$ cat config.mk
export PLATFORM = sky130hd
export DESIGN_NAME = audio_mix_i2s_out
export DESIGN_NICKNAME = d
export VERILOG_FILES = /design/src/rtl/audio_mix_i2s_out.sv
export SDC_FILE = /design/constraint.sdc
export NUM_CORES = 2
export LEC_CHECK = 0
export ABC_CLOCK_PERIOD_IN_PS = 8500
export CAP_MARGIN = 20
export CORE_MARGIN = 10
export CORE_UTILIZATION = 62
export CTS_CLUSTER_SIZE = 40
export DETAILED_ROUTE_END_ITERATION = 6
export PLACE_DENSITY_LB_ADDON = 0.12
export RECOVER_POWER = 25
export SLEW_MARGIN = 25
export SYNTH_ARGS = -nofsm -noshare
export SYNTH_HDL_FRONTEND = slang
export SYNTH_SLANG_ARGS = --single-unit
$ cat constraint.sdc
create_clock -name clk -period 8.5 [get_ports clk]
set_input_delay 0.85 -clock clk [delete_from_list [all_inputs] [get_ports clk]]
set_output_delay 0.85 -clock clk [all_outputs]
set_load 0.1 [all_outputs]
$ cat src/rtl/audio_mix_i2s_out.sv
// audio_mix_i2s_out: NUM_SRC-source stereo mixer with gain, soft mute and saturation, plus I2S transmitter
module audio_mix_i2s_out #(
    parameter int CLK_RATE   = 24576000,
    parameter int AUDIO_RATE = 48000,
    parameter int NUM_SRC    = 4,
    parameter int DATA_WIDTH = 16
) (
    input  logic                          clk,
    input  logic                          reset,
    input  logic [NUM_SRC*DATA_WIDTH-1:0] src_l,
    input  logic [NUM_SRC*DATA_WIDTH-1:0] src_r,
    input  logic [NUM_SRC-1:0]            src_signed,
    input  logic [NUM_SRC*8-1:0]          gain,
    input  logic                          mute,
    output logic                          sample_ce,
    output logic [DATA_WIDTH-1:0]         audio_l,
    output logic [DATA_WIDTH-1:0]         audio_r,
    output logic                          i2s_bclk,
    output logic                          i2s_lrclk,
    output logic                          i2s_data
);
    localparam int CPS = CLK_RATE / AUDIO_RATE;
    localparam int B   = CPS / 64;
    localparam int SW  = $clog2(B);
    localparam int IW  = NUM_SRC > 1 ? $clog2(NUM_SRC) : 1;
    localparam int PW  = DATA_WIDTH + 9;
    localparam int AW  = PW + $clog2(NUM_SRC);
    localparam logic signed [AW-1:0] MAXV = AW'(2 ** (DATA_WIDTH - 1) - 1);
    localparam logic signed [AW-1:0] MINV = ~MAXV;

    typedef enum logic [2:0] {IDLE, ACC, SAT, RAMP, OUT} state_t;

    state_t                       state_q, state_d;
    logic [SW-1:0]                sub_q, sub_d;
    logic [5:0]                   k_q, k_d;
    logic [IW-1:0]                idx_q, idx_d;
    logic signed [AW-1:0]         acc_l_q, acc_l_d, acc_r_q, acc_r_d;
    logic signed [DATA_WIDTH-1:0] sat_l_q, sat_l_d, sat_r_q, sat_r_d;
    logic signed [DATA_WIDTH-1:0] audio_l_q, audio_l_d, audio_r_q, audio_r_d;
    logic [DATA_WIDTH-1:0]        tx_l_q, tx_l_d, tx_r_q, tx_r_d;
    logic [7:0]                   ramp_q, ramp_d;
    logic                         last_sub, last_clk;
    logic [DATA_WIDTH-1:0]        cur_l, cur_r, tx_word;
    logic [7:0]                   cur_g;
    logic                         cur_s;
    logic [31:0]                  slot;

    function automatic logic signed [PW-1:0] scale(input logic [DATA_WIDTH-1:0] s, input logic sgn,
                                                   input logic [7:0] g);
        logic signed [DATA_WIDTH-1:0] v;
        v = sgn ? s : {~s[DATA_WIDTH-1], s[DATA_WIDTH-2:0]};
        return PW'(v) * PW'($signed({1'b0, g}));
    endfunction

    function automatic logic signed [DATA_WIDTH-1:0] clamp(input logic signed [AW-1:0] a);
        logic signed [AW-1:0] s;
        s = a >>> 7;
        return s > MAXV ? DATA_WIDTH'(MAXV) : s < MINV ? DATA_WIDTH'(MINV) : DATA_WIDTH'(s);
    endfunction

    function automatic logic signed [DATA_WIDTH-1:0] fade(input logic signed [DATA_WIDTH-1:0] s,
                                                          input logic [7:0] r);
        logic signed [PW-1:0] p;
        p = PW'(s) * PW'($signed({1'b0, r}));
        return DATA_WIDTH'(p >>> 7);
    endfunction

    assign last_sub  = sub_q == SW'(B - 1);
    assign last_clk  = last_sub && k_q == 6'd63;
    assign sample_ce = !reset && k_q == 6'd0 && sub_q == '0;
    assign i2s_bclk  = sub_q >= SW'(B / 2);
    assign i2s_lrclk = k_q >= 6'd31 && k_q <= 6'd62;
    assign tx_word   = k_q[5] ? tx_r_q : tx_l_q;
    assign slot      = {tx_word, {(32 - DATA_WIDTH){1'b0}}};
    // MSB lands on bit 0 of each slot, one bit after lrclk switches
    assign i2s_data  = slot[~k_q[4:0]];
    assign audio_l   = audio_l_q;
    assign audio_r   = audio_r_q;

    assign cur_l = src_l[int'(idx_q)*DATA_WIDTH +: DATA_WIDTH];
    assign cur_r = src_r[int'(idx_q)*DATA_WIDTH +: DATA_WIDTH];
    assign cur_g = gain[int'(idx_q)*8 +: 8];
    assign cur_s = src_signed[idx_q];

    always_comb begin
        sub_d  = last_sub ? '0 : sub_q + 1'b1;
        k_d    = last_sub ? k_q + 6'd1 : k_q;
        tx_l_d = last_clk ? audio_l_q : tx_l_q;
        tx_r_d = last_clk ? audio_r_q : tx_r_q;
        ramp_d = !sample_ce ? ramp_q :
                 mute ? (ramp_q == 8'd0 ? ramp_q : ramp_q - 8'd1) :
                 (ramp_q == 8'd128 ? ramp_q : ramp_q + 8'd1);
    end

    always_comb begin
        state_d   = state_q;
        idx_d     = idx_q;
        acc_l_d   = acc_l_q;
        acc_r_d   = acc_r_q;
        sat_l_d   = sat_l_q;
        sat_r_d   = sat_r_q;
        audio_l_d = audio_l_q;
        audio_r_d = audio_r_q;
        case (state_q)
            IDLE: begin
                if (sample_ce) begin
                    state_d = ACC;
                    idx_d   = '0;
                    acc_l_d = '0;
                    acc_r_d = '0;
                end
            end
            ACC: begin
                acc_l_d = acc_l_q + AW'(scale(cur_l, cur_s, cur_g));
                acc_r_d = acc_r_q + AW'(scale(cur_r, cur_s, cur_g));
                idx_d   = idx_q + 1'b1;
                state_d = int'(idx_q) == NUM_SRC - 1 ? SAT : ACC;
            end
            SAT: begin
                sat_l_d = clamp(acc_l_q);
                sat_r_d = clamp(acc_r_q);
                state_d = RAMP;
            end
            RAMP: begin
                audio_l_d = fade(sat_l_q, ramp_q);
                audio_r_d = fade(sat_r_q, ramp_q);
                state_d   = OUT;
            end
            default: state_d = IDLE;
        endcase
    end

    always_ff @(posedge clk) begin
        if (reset) begin
            state_q   <= IDLE;
            sub_q     <= '0;
            k_q       <= '0;
            idx_q     <= '0;
            acc_l_q   <= '0;
            acc_r_q   <= '0;
            sat_l_q   <= '0;
            sat_r_q   <= '0;
            audio_l_q <= '0;
            audio_r_q <= '0;
            tx_l_q    <= '0;
            tx_r_q    <= '0;
            ramp_q    <= '0;
        end else begin
            state_q   <= state_d;
            sub_q     <= sub_d;
            k_q       <= k_d;
            idx_q     <= idx_d;
            acc_l_q   <= acc_l_d;
            acc_r_q   <= acc_r_d;
            sat_l_q   <= sat_l_d;
            sat_r_q   <= sat_r_d;
            audio_l_q <= audio_l_d;
            audio_r_q <= audio_r_d;
            tx_l_q    <= tx_l_d;
            tx_r_q    <= tx_r_d;
            ramp_q    <= ramp_d;
        end
    end
endmodule

==> impl_metrics.xml <==
<?xml version="1.0" encoding="UTF-8"?>
<metrics>
  <group name="run_status">
    <metric name="outcome" unit="">finished with violations</metric>
    <metric name="failed_checks" unit="">max-capacitance violations, max-slew violations</metric>
  </group>
  <group name="layout">
    <metric name="antenna_cells" unit="">0</metric>
    <metric name="area_delta_synth_final" unit="%">11.6</metric>
    <metric name="num-fill-cells" unit="">3445</metric>
    <metric name="finalCoreUtilization" unit="%">69.7</metric>
    <metric name="final_nets" unit="">4039</metric>
    <metric name="mostFrequentLayoutCell" unit="">sky130_fd_sc_hd__inv_1</metric>
    <metric name="multi_input_area" unit="µm²">20600</metric>
    <metric name="most-common-layout-cells" unit="">sky130_fd_sc_hd__inv_1, sky130_fd_sc_hd__fa_1, sky130_fd_sc_hd__nand2_1</metric>
    <metric name="post_route_cells_drive_above_1_share" unit="%">4.47</metric>
    <metric name="stdcell_area" unit="µm²">29900</metric>
    <metric name="final-seq-area" unit="µm²">3450</metric>
  </group>
  <group name="timing">
    <metric name="rsz0062_at_grt" unit="">false</metric>
    <metric name="final.setup_skew" unit="ns">0.0110</metric>
    <metric name="actual_transition_at_the_worst_max_transition_pin" unit="ns">3.47</metric>
    <metric name="max_clock_freq" unit="GHz">0.136</metric>
    <metric name="timing.final.setup_violations" unit="">0</metric>
    <metric name="fin_setup_tns" unit="ns">0</metric>
    <metric name="period_needed" unit="ns">7.34</metric>
    <metric name="max_slew_margin" unit="%">-131</metric>
    <metric name="period_share" unit="%">86.3</metric>
    <metric name="final-hold-violation-count" unit="">0</metric>
    <metric name="slew_viol_final" unit="">189</metric>
  </group>
  <group name="global_routing">
    <metric name="initial_antenna_violation_count" unit="">0</metric>
    <metric name="grt_pass1_wl" unit="mm">112</metric>
    <metric name="grt.overflow.total" unit="">0</metric>
    <metric name="gr-usage-all-layers" unit="%">26.0</metric>
    <metric name="grt_max_degree" unit="">83</metric>
    <metric name="grt_pass1_vias" unit="">22100</metric>
  </group>
  <group name="pwr">
    <metric name="worst_ir_drop_vdd" unit="V">0.000581</metric>
    <metric name="clockPowerShare" unit="%">6.8</metric>
    <metric name="p_int" unit="mW">5.58</metric>
    <metric name="leakagePower" unit="nW">14.2</metric>
    <metric name="combPwrFrac" unit="%">85.3</metric>
    <metric name="p_per_area" unit="nW/µm²">394</metric>
    <metric name="power_dissipated_by_switching_net_loads" unit="mW">6.20</metric>
    <metric name="p_seq_share" unit="%">8.0</metric>
    <metric name="sw_frac_of_total" unit="%">52.6</metric>
    <metric name="totalPowerFinal" unit="mW">11.8</metric>
  </group>
  <group name="clock_tree">
    <metric name="postCtsSetupRepairBufs" unit="">0</metric>
    <metric name="cts_tree" unit="">yes</metric>
    <metric name="htree_levels" unit="">4</metric>
    <metric name="postCtsHoldBufs" unit="">0</metric>
    <metric name="clock_sink_count" unit="">172</metric>
    <metric name="numCtsBuffers" unit="">17</metric>
    <metric name="clock_insertion_delay_worst_skew" unit="ns">0.46</metric>
    <metric name="ctsResizeCount" unit="">0</metric>
    <metric name="clkSlewWorstSetupHoldPaths" unit="ns">0.07</metric>
    <metric name="ctsLongestPathBuffers" unit="">2</metric>
    <metric name="cts-root-buf" unit="">sky130_fd_sc_hd__clkbuf_16</metric>
  </group>
  <group name="min_path">
    <metric name="hold_class" unit="">reg2reg</metric>
  </group>
  <group name="placed_design">
    <metric name="number_of_i_o_port_buffers" unit="">202</metric>
    <metric name="globalplace.congestion" unit="">0.919</metric>
    <metric name="placement.cell_area" unit="µm²">29300</metric>
    <metric name="place.detailed.hpwl" unit="mm">55.3</metric>
  </group>
  <group name="detailed_routing">
    <metric name="detail_route.first_pass.iterations" unit="">7</metric>
    <metric name="met3_wirelength" unit="mm">3.63</metric>
    <metric name="post_drt_wl_per_cell" unit="µm">17.4</metric>
    <metric name="drtAntennaViolNets" unit="">0</metric>
    <metric name="route.detailed.drc" unit="">0</metric>
    <metric name="finalWirelength" unit="mm">66.3</metric>
    <metric name="top_signal_layer_used" unit="">met4</metric>
    <metric name="met2WireLength" unit="mm">32.6</metric>
    <metric name="wl_met1" unit="mm">28.5</metric>
    <metric name="dr_vias" unit="">20900</metric>
    <metric name="drt_first_iter_violations" unit="">1431</metric>
    <metric name="drt-vias-per-instance" unit="">5.48</metric>
  </group>
  <group name="worst_setup_path">
    <metric name="critPathCaptureType" unit="">flip-flop</metric>
    <metric name="crit_path_start_kind" unit="">flip-flop</metric>
    <metric name="cp_data_required_time" unit="ns">8.89</metric>
    <metric name="data_arrival_time_of_the_worst_path" unit="ns">7.72</metric>
    <metric name="path_max_fanout" unit="">44</metric>
    <metric name="worstSetupPathType" unit="">reg2reg</metric>
  </group>
  <group name="flow_run">
    <metric name="cap_violations" unit="">3</metric>
  </group>
  <group name="yosys">
    <metric name="ys_dominant_reg_cell" unit="">sky130_fd_sc_hd__dfxtp_1</metric>
    <metric name="synthesis.area" unit="µm²">26800</metric>
    <metric name="synth_cells" unit="">3096</metric>
    <metric name="synth.lib_cells_used.distinct" unit="">75</metric>
    <metric name="post-synth-top-area-cell" unit="">sky130_fd_sc_hd__fa_1</metric>
    <metric name="synth-async-reset-ratio" unit="%">0</metric>
    <metric name="number_of_synthesized_flops_with_an_enable_pin" unit="">0</metric>
    <metric name="mappedNetlistNets" unit="">3923</metric>
    <metric name="syn-mean-instance-area" unit="µm²">8.65</metric>
    <metric name="yosysSeqAreaShare" unit="%">12.9</metric>
    <metric name="netlist_top_cells_area" unit="">sky130_fd_sc_hd__fa_1, sky130_fd_sc_hd__dfxtp_1, sky130_fd_sc_hd__ha_1</metric>
    <metric name="synth-seq-cells" unit="">172</metric>
    <metric name="synth_top_area_share" unit="%">33.4</metric>
    <metric name="synthesis.yosys.warnings" unit="">0</metric>
  </group>
  <group name="floorplan">
    <metric name="design.die.area" unit="µm²">51900</metric>
    <metric name="rows" unit="">76</metric>
    <metric name="start_util" unit="%">62.4</metric>
    <metric name="fp.dieW" unit="µm">228</metric>
    <metric name="fp.dieH" unit="µm">228</metric>
    <metric name="top_level_ports" unit="">203</metric>
    <metric name="core_area" unit="µm²">42900</metric>
  </group>
</metrics>
[kinds of logic after synthesis]
logic type,share of synthesized area [%]
multiplexers,4.42
AND/OR/NAND/NOR,15.7
AO/OA/AOI/OAI,10.4
adder cells (fa/ha/maj),43.4
buffers and inverters,10.4
XOR/XNOR,2.94
flip-flops,12.9
[stage by stage]
step	setup slack [ns]	hold WS, ns	instances
final	1.16	0.459	3810
after global placement	1.05	0.439	3778
after detailed placement	0.940	0.448	3778
after floorplan	1.73	0.427	3096
after CTS	1.22	0.459	3810
after global routing	0.678	0.468	3810
[Yosys cell counts (25+ instances only)]
cell type and instances:
sky130_fd_sc_hd__inv_1 599, sky130_fd_sc_hd__fa_1 447, sky130_fd_sc_hd__nand2_1 388, sky130_fd_sc_hd__nor2_1 222
sky130_fd_sc_hd__ha_1 213, sky130_fd_sc_hd__dfxtp_1 172, sky130_fd_sc_hd__and2_1 167, sky130_fd_sc_hd__a21oi_1 151
sky130_fd_sc_hd__clkbuf_1 109, sky130_fd_sc_hd__o21ai_0 94, sky130_fd_sc_hd__xnor2_1 62, sky130_fd_sc_hd__mux2i_1 35
sky130_fd_sc_hd__a21o_1 33, sky130_fd_sc_hd__mux2_2 30, sky130_fd_sc_hd__xor2_1 28, sky130_fd_sc_hd__a22oi_1 26
sky130_fd_sc_hd__o21a_1 26, sky130_fd_sc_hd__nor2b_1 25
[cell type report]
cell class              count  share of cell area (%)
clock buffers              17                    1.42
repair buffers            232                    7.49
multi-input cells        2190                    69.0
flip-flops and latches    172                    11.5
well taps                 585                    2.45
inverters                 599                    7.53
clock inverters            15                   0.599
[per-layer routing]
layer  global-route usage, %  up-vias
met5                       0        -
met4                    7.36        0
met3                    4.46       75
met2                    45.4      650
met1                    32.6    10300
li1                        -     9881
[critical path: stages (launching register included)]
cell and delay, ns:
sky130_fd_sc_hd__dfxtp_4 0.81, sky130_fd_sc_hd__buf_4 0.31, sky130_fd_sc_hd__mux2_2 0.35, sky130_fd_sc_hd__o21ai_1 0.53, sky130_fd_sc_hd__nor2_1 0.14, sky130_fd_sc_hd__fa_1 0.48, sky130_fd_sc_hd__fa_1 0.54, sky130_fd_sc_hd__inv_1 0.05
sky130_fd_sc_hd__fa_1 0.47, sky130_fd_sc_hd__inv_1 0.05, sky130_fd_sc_hd__fa_1 0.53, sky130_fd_sc_hd__inv_1 0.05, sky130_fd_sc_hd__fa_1 0.50, sky130_fd_sc_hd__inv_1 0.04, sky130_fd_sc_hd__ha_1 0.35, sky130_fd_sc_hd__a2111oi_0 0.43
sky130_fd_sc_hd__o21ai_1 0.21, sky130_fd_sc_hd__nand3_1 0.15, sky130_fd_sc_hd__nand2_1 0.12, sky130_fd_sc_hd__a31oi_2 0.31, sky130_fd_sc_hd__o2111ai_1 0.19, sky130_fd_sc_hd__a21o_1 0.20, sky130_fd_sc_hd__a211o_1 0.29, sky130_fd_sc_hd__mux2i_1 0.12
[state kept, by name, summed over array words and instances (netlist names), 8 cells and up]
register / flops
acc_l_q: 27
acc_r_q: 27
audio_l: 16
audio_r: 16
ramp_q: 8
sat_l_q: 16
sat_r_q: 16
tx_l_q: 16
tx_r_q: 16
[final timing paths]
| check | to | slack [ns] | cells after the start | start |
|---|---|---|---|---|
| max | acc_r_q[26]$_SDFFE_PP0P_ | 1.16 | 23 | idx_q[0]$_SDFFE_PP0P_ |
| min | tx_l_q[10]$_SDFFE_PP0P_ | 0.46 | 2 | tx_l_q[10]$_SDFFE_PP0P_ |
| min reg2reg | tx_l_q[10]$_SDFFE_PP0P_ | 0.46 | 2 | tx_l_q[10]$_SDFFE_PP0P_ |
| max reg2reg | acc_r_q[26]$_SDFFE_PP0P_ | 1.16 | 23 | idx_q[0]$_SDFFE_PP0P_ |
[power groups by stage]
stage,Clock [mW],Combinational [mW],Sequential [mW]
2_1_floorplan,0,7.90,0.917
3_5_place_dp,0,9.93,0.956
3_3_place_gp,0,9.69,0.954
4_1_cts,0.808,10.0,0.937
5_1_grt,0.842,11.5,0.948
6_report,0.799,10.0,0.938
No activity file was read; power rests on OpenSTA's default activity.
